[src/rtl/gaussian_blur_stream_if.sv]
`default_nettype none
// +----------------------------------------------------------------------------+
// | Module   : gaussian_blur_stream_if                                         |
// | Purpose  : Row-input and pixel-output streams of gaussian_blur_stream.     |
// |            slave  = blur engine side, master = row source / pixel sink.    |
// | Signals  : row_valid/row_ready/row_data/row_first/row_last/mode_bypass     |
// |            out_valid/out_ready/out_data/out_eol/out_eof                    |
// | Revision : 1.0 - initial release                                           |
// +----------------------------------------------------------------------------+
interface gaussian_blur_stream_if #(
  parameter int PIX_W = 8,
  parameter int NOUT  = 16,
  parameter int LANES = 4
) ();
  localparam int NIN = NOUT + 4;

  logic                   row_valid;
  logic                   row_ready;
  logic [NIN*PIX_W-1:0]   row_data;
  logic                   row_first;
  logic                   row_last;
  logic                   mode_bypass;
  logic                   out_valid;
  logic                   out_ready;
  logic [LANES*PIX_W-1:0] out_data;
  logic                   out_eol;
  logic                   out_eof;

  modport slave (
    input  row_valid, row_data, row_first, row_last, mode_bypass, out_ready,
    output row_ready, out_valid, out_data, out_eol, out_eof
  );

  modport master (
    output row_valid, row_data, row_first, row_last, mode_bypass, out_ready,
    input  row_ready, out_valid, out_data, out_eol, out_eof
  );
endinterface
`default_nettype wire

[src/rtl/gaussian_blur_stream.sv]
`default_nettype none
// +----------------------------------------------------------------------------+
// | Module   : gaussian_blur_stream                                            |
// | Purpose  : Row-streaming 5x5 Gaussian blur (k = 1,4,8,4,1 separable).      |
// |            Holds a 5-row window over a frame, replicates border rows,      |
// |            flushes the bottom border automatically and emits LANES pixels  |
// |            per beat. Per-frame bypass passes the centre pixel through.     |
// | Ports    : clk   - clock                                                   |
// |            n_rst - synchronous active-low reset                            |
// |            bus   - slave side of gaussian_blur_stream_if (row in, pix out) |
// | Revision : 1.0 - initial release                                           |
// +----------------------------------------------------------------------------+
module gaussian_blur_stream #(
  parameter int PIX_W = 8,
  parameter int NOUT  = 16,   // must be a multiple of LANES
  parameter int LANES = 4
) (
  input  logic                 clk,
  input  logic                 n_rst,
  gaussian_blur_stream_if.slave bus
);
  localparam int NIN    = NOUT + 4;
  localparam int NBEATS = NOUT / LANES;
  localparam int BEAT_W = (NBEATS > 1) ? $clog2(NBEATS) : 1;
  localparam int SPAN   = LANES + 4;       // input columns touched by one beat
  localparam int SUM_W  = PIX_W + 9;       // kernel total 324 < 512
  localparam int PROD_W = SUM_W + 10;      // reciprocal 809 < 1024
  localparam int SHIFT  = 18;

  localparam logic [BEAT_W-1:0] LAST_BEAT = BEAT_W'(NBEATS - 1);
  localparam logic [PROD_W-1:0] RECIP     = PROD_W'(809);     // ~2^18/324
  localparam logic [PROD_W-1:0] ROUND     = PROD_W'(131072);  // 0.5 LSB after shift

  typedef enum logic [1:0] {
    IDLE  = 2'd0,
    EMIT  = 2'd1,
    FLUSH = 2'd2
  } state_t;

  state_t                 state_q;
  logic [15:0]            rows_in_q;
  logic [15:0]            rows_out_q;
  logic                   frame_open_q;
  logic                   last_seen_q;
  logic                   bypass_q;
  logic [BEAT_W-1:0]      beat_q;
  logic                   load_done_q;   // final beat of the row already loaded
  logic                   row_ready_q;
  logic                   out_valid_q;
  logic [LANES*PIX_W-1:0] out_data_q;
  logic                   out_eol_q;
  logic                   out_eof_q;

  logic [NIN*PIX_W-1:0]   win_q [5];

  // ------------------------------------------------------------------------
  // Handshake decode
  // ------------------------------------------------------------------------
  logic        accept_w;
  logic        first_acc_w;
  logic        shift_acc_w;
  logic        last_new_w;
  logic        load_w;
  logic        row_done_w;
  logic [15:0] rows_in_inc_w;
  logic [15:0] rows_out_inc_w;

  assign bus.row_ready  = row_ready_q & n_rst;
  assign accept_w       = bus.row_valid & bus.row_ready;
  assign first_acc_w    = accept_w & bus.row_first;
  // Rows outside an open frame are silently dropped.
  assign shift_acc_w    = accept_w & ~bus.row_first & frame_open_q;
  assign last_new_w     = last_seen_q | bus.row_last;
  assign rows_in_inc_w  = rows_in_q + 16'd1;
  assign rows_out_inc_w = rows_out_q + 16'd1;
  // Output register refills whenever it is empty or being drained.
  assign load_w     = (state_q == EMIT) & ~load_done_q & (~out_valid_q | bus.out_ready);
  assign row_done_w = (state_q == EMIT) & load_done_q & out_valid_q & bus.out_ready;

  // ------------------------------------------------------------------------
  // Row window (datapath only, no reset needed: frame start overwrites it)
  // ------------------------------------------------------------------------
  always_ff @(posedge clk) begin
    if (first_acc_w) begin
      for (int r = 0; r < 5; r++) win_q[r] <= bus.row_data;
    end else if (shift_acc_w) begin
      for (int r = 0; r < 4; r++) win_q[r] <= win_q[r+1];
      win_q[4] <= bus.row_data;
    end else if (state_q == FLUSH) begin
      // Bottom border: the last row is replicated into slot 4.
      for (int r = 0; r < 4; r++) win_q[r] <= win_q[r+1];
    end
  end

  // ------------------------------------------------------------------------
  // Beat datapath: vertical pass per column, then horizontal pass per lane
  // ------------------------------------------------------------------------
  function automatic logic [SUM_W-1:0] ktap(input int i);
    case (i)
      0, 4:    ktap = SUM_W'(1);
      1, 3:    ktap = SUM_W'(4);
      default: ktap = SUM_W'(8);
    endcase
  endfunction

  logic [PIX_W-1:0]       pix_w  [5][SPAN];
  logic [SUM_W-1:0]       vsum_w [SPAN];
  logic [SUM_W-1:0]       hsum_w [LANES];
  logic [PROD_W-1:0]      prod_w [LANES];
  logic [LANES*PIX_W-1:0] beat_data_w;

  always_comb begin
    for (int r = 0; r < 5; r++) begin
      for (int j = 0; j < SPAN; j++) begin
        pix_w[r][j] = win_q[r][(int'(beat_q) * LANES + j) * PIX_W +: PIX_W];
      end
    end
    for (int j = 0; j < SPAN; j++) begin
      vsum_w[j] = '0;
      for (int r = 0; r < 5; r++) begin
        vsum_w[j] = vsum_w[j] + ktap(r) * SUM_W'(pix_w[r][j]);
      end
    end
    beat_data_w = '0;
    for (int l = 0; l < LANES; l++) begin
      hsum_w[l] = '0;
      for (int c = 0; c < 5; c++) begin
        hsum_w[l] = hsum_w[l] + ktap(c) * vsum_w[l+c];
      end
      // Divide by 324 as a multiply by 809/2^18 with round-half-up.
      prod_w[l] = PROD_W'(hsum_w[l]) * RECIP + ROUND;
      beat_data_w[l*PIX_W +: PIX_W] = bypass_q ? pix_w[2][l+2]
                                               : prod_w[l][SHIFT +: PIX_W];
    end
  end

  // ------------------------------------------------------------------------
  // Control FSM with registered outputs
  // ------------------------------------------------------------------------
  always_ff @(posedge clk) begin
    if (!n_rst) begin
      state_q      <= IDLE;
      rows_in_q    <= '0;
      rows_out_q   <= '0;
      frame_open_q <= 1'b0;
      last_seen_q  <= 1'b0;
      bypass_q     <= 1'b0;
      beat_q       <= '0;
      load_done_q  <= 1'b0;
      row_ready_q  <= 1'b1;
      out_valid_q  <= 1'b0;
      out_data_q   <= '0;
      out_eol_q    <= 1'b0;
      out_eof_q    <= 1'b0;
    end else begin
      case (state_q)
        IDLE: begin
          if (first_acc_w) begin
            // Also abandons any frame still open.
            rows_in_q    <= 16'd1;
            rows_out_q   <= '0;
            frame_open_q <= 1'b1;
            bypass_q     <= bus.mode_bypass;
            last_seen_q  <= bus.row_last;
            if (bus.row_last) begin
              state_q     <= FLUSH;
              row_ready_q <= 1'b0;
            end
          end else if (shift_acc_w) begin
            rows_in_q   <= rows_in_inc_w;
            last_seen_q <= last_new_w;
            if (rows_in_inc_w >= 16'd3) begin
              state_q     <= EMIT;
              row_ready_q <= 1'b0;
              beat_q      <= '0;
              load_done_q <= 1'b0;
            end else if (last_new_w) begin
              state_q     <= FLUSH;
              row_ready_q <= 1'b0;
            end
          end
        end

        FLUSH: begin
          state_q     <= EMIT;
          beat_q      <= '0;
          load_done_q <= 1'b0;
        end

        EMIT: begin
          if (load_w) begin
            out_valid_q <= 1'b1;
            out_data_q  <= beat_data_w;
            out_eol_q   <= (beat_q == LAST_BEAT);
            out_eof_q   <= (beat_q == LAST_BEAT) & last_seen_q &
                           (rows_out_inc_w == rows_in_q);
            if (beat_q == LAST_BEAT) load_done_q <= 1'b1;
            else                     beat_q      <= beat_q + BEAT_W'(1);
          end else if (row_done_w) begin
            out_valid_q <= 1'b0;
            out_eol_q   <= 1'b0;
            out_eof_q   <= 1'b0;
            rows_out_q  <= rows_out_inc_w;
            if (last_seen_q && (rows_out_inc_w < rows_in_q)) begin
              state_q <= FLUSH;
            end else begin
              state_q     <= IDLE;
              row_ready_q <= 1'b1;
              if (last_seen_q) frame_open_q <= 1'b0;
            end
          end
        end

        default: begin
          state_q     <= IDLE;
          row_ready_q <= 1'b1;
        end
      endcase
    end
  end

  assign bus.out_valid = out_valid_q;
  assign bus.out_data  = out_data_q;
  assign bus.out_eol   = out_eol_q;
  assign bus.out_eof   = out_eof_q;

endmodule
`default_nettype wire

[src/flat_wrapper.sv]
// flat-port wrapper written by rule: the top's interface ports become plain ports
module gaussian_blur_stream_flat 
#(
  parameter int PIX_W = 8,
  parameter int NOUT  = 16,                                 
  parameter int LANES = 4
)
  (clk, n_rst, bus_row_valid, bus_row_data, bus_row_first, bus_row_last, bus_mode_bypass, bus_out_ready, bus_row_ready, bus_out_valid, bus_out_data, bus_out_eol, bus_out_eof);
  gaussian_blur_stream_if #(.PIX_W(PIX_W), .NOUT(NOUT), .LANES(LANES)) bus_i ();
  input  logic clk;
  input  logic n_rst;
  input wire logic [$bits(bus_i.row_valid)-1:0] bus_row_valid;
  input wire logic [$bits(bus_i.row_data)-1:0] bus_row_data;
  input wire logic [$bits(bus_i.row_first)-1:0] bus_row_first;
  input wire logic [$bits(bus_i.row_last)-1:0] bus_row_last;
  input wire logic [$bits(bus_i.mode_bypass)-1:0] bus_mode_bypass;
  input wire logic [$bits(bus_i.out_ready)-1:0] bus_out_ready;
  output wire logic [$bits(bus_i.row_ready)-1:0] bus_row_ready;
  output wire logic [$bits(bus_i.out_valid)-1:0] bus_out_valid;
  output wire logic [$bits(bus_i.out_data)-1:0] bus_out_data;
  output wire logic [$bits(bus_i.out_eol)-1:0] bus_out_eol;
  output wire logic [$bits(bus_i.out_eof)-1:0] bus_out_eof;
  assign bus_i.row_valid = bus_row_valid;
  assign bus_i.row_data = bus_row_data;
  assign bus_i.row_first = bus_row_first;
  assign bus_i.row_last = bus_row_last;
  assign bus_i.mode_bypass = bus_mode_bypass;
  assign bus_i.out_ready = bus_out_ready;
  assign bus_row_ready = bus_i.row_ready;
  assign bus_out_valid = bus_i.out_valid;
  assign bus_out_data = bus_i.out_data;
  assign bus_out_eol = bus_i.out_eol;
  assign bus_out_eof = bus_i.out_eof;
  gaussian_blur_stream #(.PIX_W(PIX_W), .NOUT(NOUT), .LANES(LANES)) u_core (.clk(clk), .n_rst(n_rst), .bus(bus_i));
endmodule
[config.mk]
export PLATFORM = sky130hd
export DESIGN_NAME = gaussian_blur_stream_flat
export DESIGN_NICKNAME = d
export VERILOG_FILES = /design/src/rtl/gaussian_blur_stream_if.sv /design/src/rtl/gaussian_blur_stream.sv /design/src/flat_wrapper.sv
export SDC_FILE = /design/constraint.sdc
export NUM_CORES = 2
export LEC_CHECK = 0
export BUFFER_PORTS_ARGS = -buffer_cell sky130_fd_sc_hd__buf_4
export CAP_MARGIN = 40
export CELL_PAD_IN_SITES_DETAIL_PLACEMENT = 0
export CELL_PAD_IN_SITES_GLOBAL_PLACEMENT = 1
export CORE_ASPECT_RATIO = 1.1
export CORE_MARGIN = 4
export CORE_UTILIZATION = 52
export CTS_BUF_LIST = sky130_fd_sc_hd__clkbuf_16
export DETAILED_ROUTE_END_ITERATION = 6
export GPL_TIMING_DRIVEN = 0
export PLACE_DENSITY = 0.89
export RECOVER_POWER = 50
export SETUP_SLACK_MARGIN = 0.4
export SKIP_LAST_GASP = 1
export SLEW_MARGIN = 20
export SYNTH_ARGS = -nofsm -noshare
export SYNTH_HDL_FRONTEND = slang
export SYNTH_SLANG_ARGS = --single-unit
[constraint.sdc]
create_clock -name clk -period 23.7 [get_ports clk]
set_input_delay 4.74 -clock clk [delete_from_list [all_inputs] [get_ports clk]]
set_output_delay 4.74 -clock clk [all_outputs]
set_load 0.05 [all_outputs]
==> flow_results.xml <==
<?xml version="1.0" encoding="UTF-8"?>
<metrics>
  <group name="critical_path">
    <metric name="crit_top_cell" unit="">fa_1</metric>
    <metric name="crit_arrival" unit="ns">16.12</metric>
    <metric name="max_stage_delay" unit="ns">0.72</metric>
    <metric name="worst-endpoint-required" unit="ns">24.33</metric>
    <metric name="worstSetupEndpointType" unit="">register</metric>
    <metric name="critical_path.slowest_cell" unit="">buf_2</metric>
    <metric name="timing.critical_path.buf_inv" unit="">12</metric>
    <metric name="worstPathMaxFanout" unit="">10</metric>
    <metric name="setup.worst_path.start_class" unit="">register</metric>
    <metric name="criticalPathCategory" unit="">register to register</metric>
    <metric name="path_delay_family" unit="">adder cells</metric>
  </group>
  <group name="routing">
    <metric name="ant_nets" unit="">0</metric>
    <metric name="drt_first_iter_violations" unit="">7251</metric>
    <metric name="viasPerCell" unit="">6.15</metric>
    <metric name="remaining_drc_errors" unit="">0</metric>
    <metric name="wirelength" unit="um">228000</metric>
    <metric name="routed-via-count" unit="">48900</metric>
    <metric name="wl_per_cell" unit="um">28.7</metric>
    <metric name="dr.pass1.iters" unit="">6</metric>
  </group>
  <group name="grt">
    <metric name="grt.overflow.total" unit="">0</metric>
    <metric name="number_of_antenna_violations_at_the_first_check_in_global_routing" unit="">16</metric>
    <metric name="grt_start_max_net_pins" unit="">73</metric>
    <metric name="grt_use_total" unit="%">34.6</metric>
    <metric name="global_route_wire_length_before_repair" unit="um">326000</metric>
    <metric name="via_count_of_the_first_global_routing_pass" unit="">48000</metric>
  </group>
  <group name="place">
    <metric name="gpl.final_weighted_congestion" unit="">1.01</metric>
    <metric name="count_of_input_and_output_buffers" unit="">202</metric>
    <metric name="post-dp-hpwl" unit="um">181000</metric>
    <metric name="placed_cells_incl_taps" unit="">7777</metric>
  </group>
  <group name="clock_network">
    <metric name="clk_path_buf_depth" unit="">3</metric>
    <metric name="holdBufCountCts" unit="">0</metric>
    <metric name="clock_buffer_count_from_cts" unit="">92</metric>
    <metric name="clkSlewWorstSetupHoldPaths" unit="ns">0.06</metric>
    <metric name="clockRootBuffer" unit="">clkbuf_16</metric>
    <metric name="clock_insertion_delay_worst_skew" unit="ns">0.76</metric>
    <metric name="ctsResizeCount" unit="">0</metric>
    <metric name="cts.repair_timing.setup_buffer_count" unit="">0</metric>
    <metric name="cts.sink_count" unit="">876</metric>
    <metric name="clock_tree.htree_level_count" unit="">3</metric>
    <metric name="tritoncts" unit="">built</metric>
  </group>
  <group name="timing">
    <metric name="grt_setup_unrepaired" unit="">no</metric>
    <metric name="min_period" unit="ns">15.49</metric>
    <metric name="max_slew.worst_pin.slew" unit="ns">4.26</metric>
    <metric name="final-max-slew-violation-count" unit="">771</metric>
    <metric name="timing.hold.ws" unit="ns">0.458</metric>
    <metric name="hold_viol" unit="">0</metric>
    <metric name="fin_setup_tns" unit="ns">0</metric>
    <metric name="max-slew-margin-rel" unit="%">-184</metric>
    <metric name="ratio_of_final_minimum_period_to_clock_period" unit="%">65.3</metric>
    <metric name="fin_skew" unit="ns">0.0574</metric>
    <metric name="clock.fmax" unit="GHz">0.0646</metric>
    <metric name="finalSetupViolations" unit="">0</metric>
  </group>
  <group name="floorplan">
    <metric name="core" unit="um2">124000</metric>
    <metric name="die_width" unit="um">345</metric>
    <metric name="boundaryPins" unit="">203</metric>
    <metric name="dieArea" unit="um2">131000</metric>
    <metric name="chipHeight" unit="um">379</metric>
    <metric name="floorplan.initialDensity" unit="%">52.6</metric>
    <metric name="core.rowCount" unit="">135</metric>
  </group>
  <group name="synthesis">
    <metric name="syn-num-nets" unit="">6994</metric>
    <metric name="ys.flop_type" unit="">edfxtp_1</metric>
    <metric name="mappedNetlistArea" unit="um2">65100</metric>
    <metric name="ys_ff_latch" unit="">876</metric>
    <metric name="synthXorXnorAreaFrac" unit="%">3.11</metric>
    <metric name="synth_compound_area_share" unit="%">5.29</metric>
    <metric name="synth_cell_types" unit="">77</metric>
    <metric name="synth.top_cell.area_share" unit="%">36.9</metric>
    <metric name="yosysMostFrequentCell" unit="">nand2_1</metric>
    <metric name="yosys-top-cells-count" unit="">nand2_1 (1539), edfxtp_1 (800), inv_1 (763), ha_1 (608), fa_1 (399)</metric>
    <metric name="yosys.area_share.adder" unit="%">23.9</metric>
    <metric name="netlist_instances" unit="">5820</metric>
    <metric name="synth_area_leader_cell" unit="">edfxtp_1</metric>
    <metric name="synth.yosys.warnings" unit="">0</metric>
    <metric name="synth_enable_flop_cells" unit="">800</metric>
    <metric name="synth_mux_area_share" unit="%">11.2</metric>
    <metric name="fraction_of_the_mapped_netlist_area_in_simple_logic_gates" unit="%">11.6</metric>
    <metric name="synthTopCellsByArea" unit="">edfxtp_1 (37%), fa_1 (12%), ha_1 (12%), mux4_2 (11%), nand2_1 (8.9%)</metric>
    <metric name="ys_async_sr_fraction" unit="%">0</metric>
    <metric name="synth_area_per_cell" unit="um2">11.2</metric>
    <metric name="combinational_family_with_the_most_area_after_synthesis" unit="">adder cells</metric>
    <metric name="yosysSeqAreaShare" unit="%">39.2</metric>
  </group>
  <group name="final_layout">
    <metric name="synthToLayoutAreaGrowth" unit="%">11.4</metric>
    <metric name="layout-drive-gt1-share" unit="%">11.3</metric>
    <metric name="final_core_util" unit="%">58.6</metric>
    <metric name="final_cells" unit="">7957</metric>
    <metric name="nNetsFinal" unit="">7410</metric>
  </group>
  <group name="worst_hold_path">
    <metric name="worst_hold_path_type" unit="">register to register</metric>
  </group>
  <group name="status">
    <metric name="failed_checks" unit="">capacitance limit, slew limit</metric>
    <metric name="run_status" unit="">complete, but fails checks</metric>
  </group>
  <group name="job">
    <metric name="drv_cap" unit="">15</metric>
  </group>
</metrics>
-- tightest hold or removal path, delay by kind of cell (launching register included) --
kind | cells | cell delay [ns]
AOI/OAI and AO/OA | 1 | 0.05
and+or+nand+nor | 1 | 0.05
DFF | 1 | 0.31
-- logic make-up after synthesis --
family	count (synthesis)
adder cells (fa/ha/maj)	1007
flip-flops	876
AND/OR/NAND/NOR	1877
multiplexers	330
buffers and inverters	961
XOR/XNOR	231
AO/OA/AOI/OAI	538
-- sequential cells by signal (all words and copies together) (netlist names) --
register / flops
u_core.bus.out_valid: 1
u_core.bypass_q: 1
u_core.row_ready_q: 1
u_core.rows_in_q: 16
u_core.state_q: 2
u_core.last_seen_q: 1
u_core.rows_out_q: 16
u_core.frame_open_q: 1
u_core.win_q: 800
u_core.load_done_q: 1
u_core.beat_q: 2
u_core.bus.out_eof: 1
u_core.bus.out_data: 32
u_core.bus.out_eol: 1
-- stage by stage --
stage	cell area [um2]	setup slack [ns]
floorplan	65100	3.75
global placement	68700	-3.43
detailed placement	70400	8.54
CTS	73300	8.48
global route	72500	7.78
finish	72500	8.21
-- cells in the final DEF (no fill, tap or decap), types with 41 or more instances in the layout --
cell       Yosys  final
xnor2_1      139    133
buf_2         19     44
fa_1         399    399
o21ai_0       95     95
edfxtp_1     800    800
clkbuf_1     142    288
nor3_1        41     41
xor2_1        92     92
clkbuf_4       0     59
mux4_2       320    320
inv_1        763    784
a21o_1        78     78
clkbuf_16      0     92
a21oi_1      184    184
ha_1         608    608
buf_6          0     46
nand2_1     1539   1539
nor2_1       120    120
dfxtp_1       76     76
-- routing by layer --
metal | track usage [%] | up-vias | routed length [um]
li1 | - | 20800 | -
met1 | 42.7 | 23900 | 77500
met2 | 53.6 | 3477 | 101000
met3 | 10.5 | 716 | 31400
met4 | 22.1 | 12 | 17600
met5 | 0 | - | 88
-- path summary, 6_finish.rpt --
kind                                        from                                  end  slack (ns)  depth (start not counted)
max                u_core.beat_q[1]$_SDFFE_PN0P_  u_core.bus.out_data[6]$_SDFFE_PN0P_        8.21                         47
min          u_core.bus.out_data[1]$_SDFFE_PN0P_  u_core.bus.out_data[1]$_SDFFE_PN0P_        0.46                          2
max reg2reg        u_core.beat_q[1]$_SDFFE_PN0P_  u_core.bus.out_data[6]$_SDFFE_PN0P_        8.21                         47
min reg2reg  u_core.bus.out_data[1]$_SDFFE_PN0P_  u_core.bus.out_data[1]$_SDFFE_PN0P_        0.46                          2
-- area by class of cell --
type	count	area (um2)
sequential	876	25500
fill	10300	51300
timing repair buffer	322	2310
clock inverter	73	604
tap	1644	2060
multi-input combinational	3983	36000
clock buffer	92	2300
inverter	764	2870
buffer	197	821
antenna	6	15.0
Power is not shown: default switching activity piles up to over one toggle a cycle in this logic, so the estimate is an artifact.
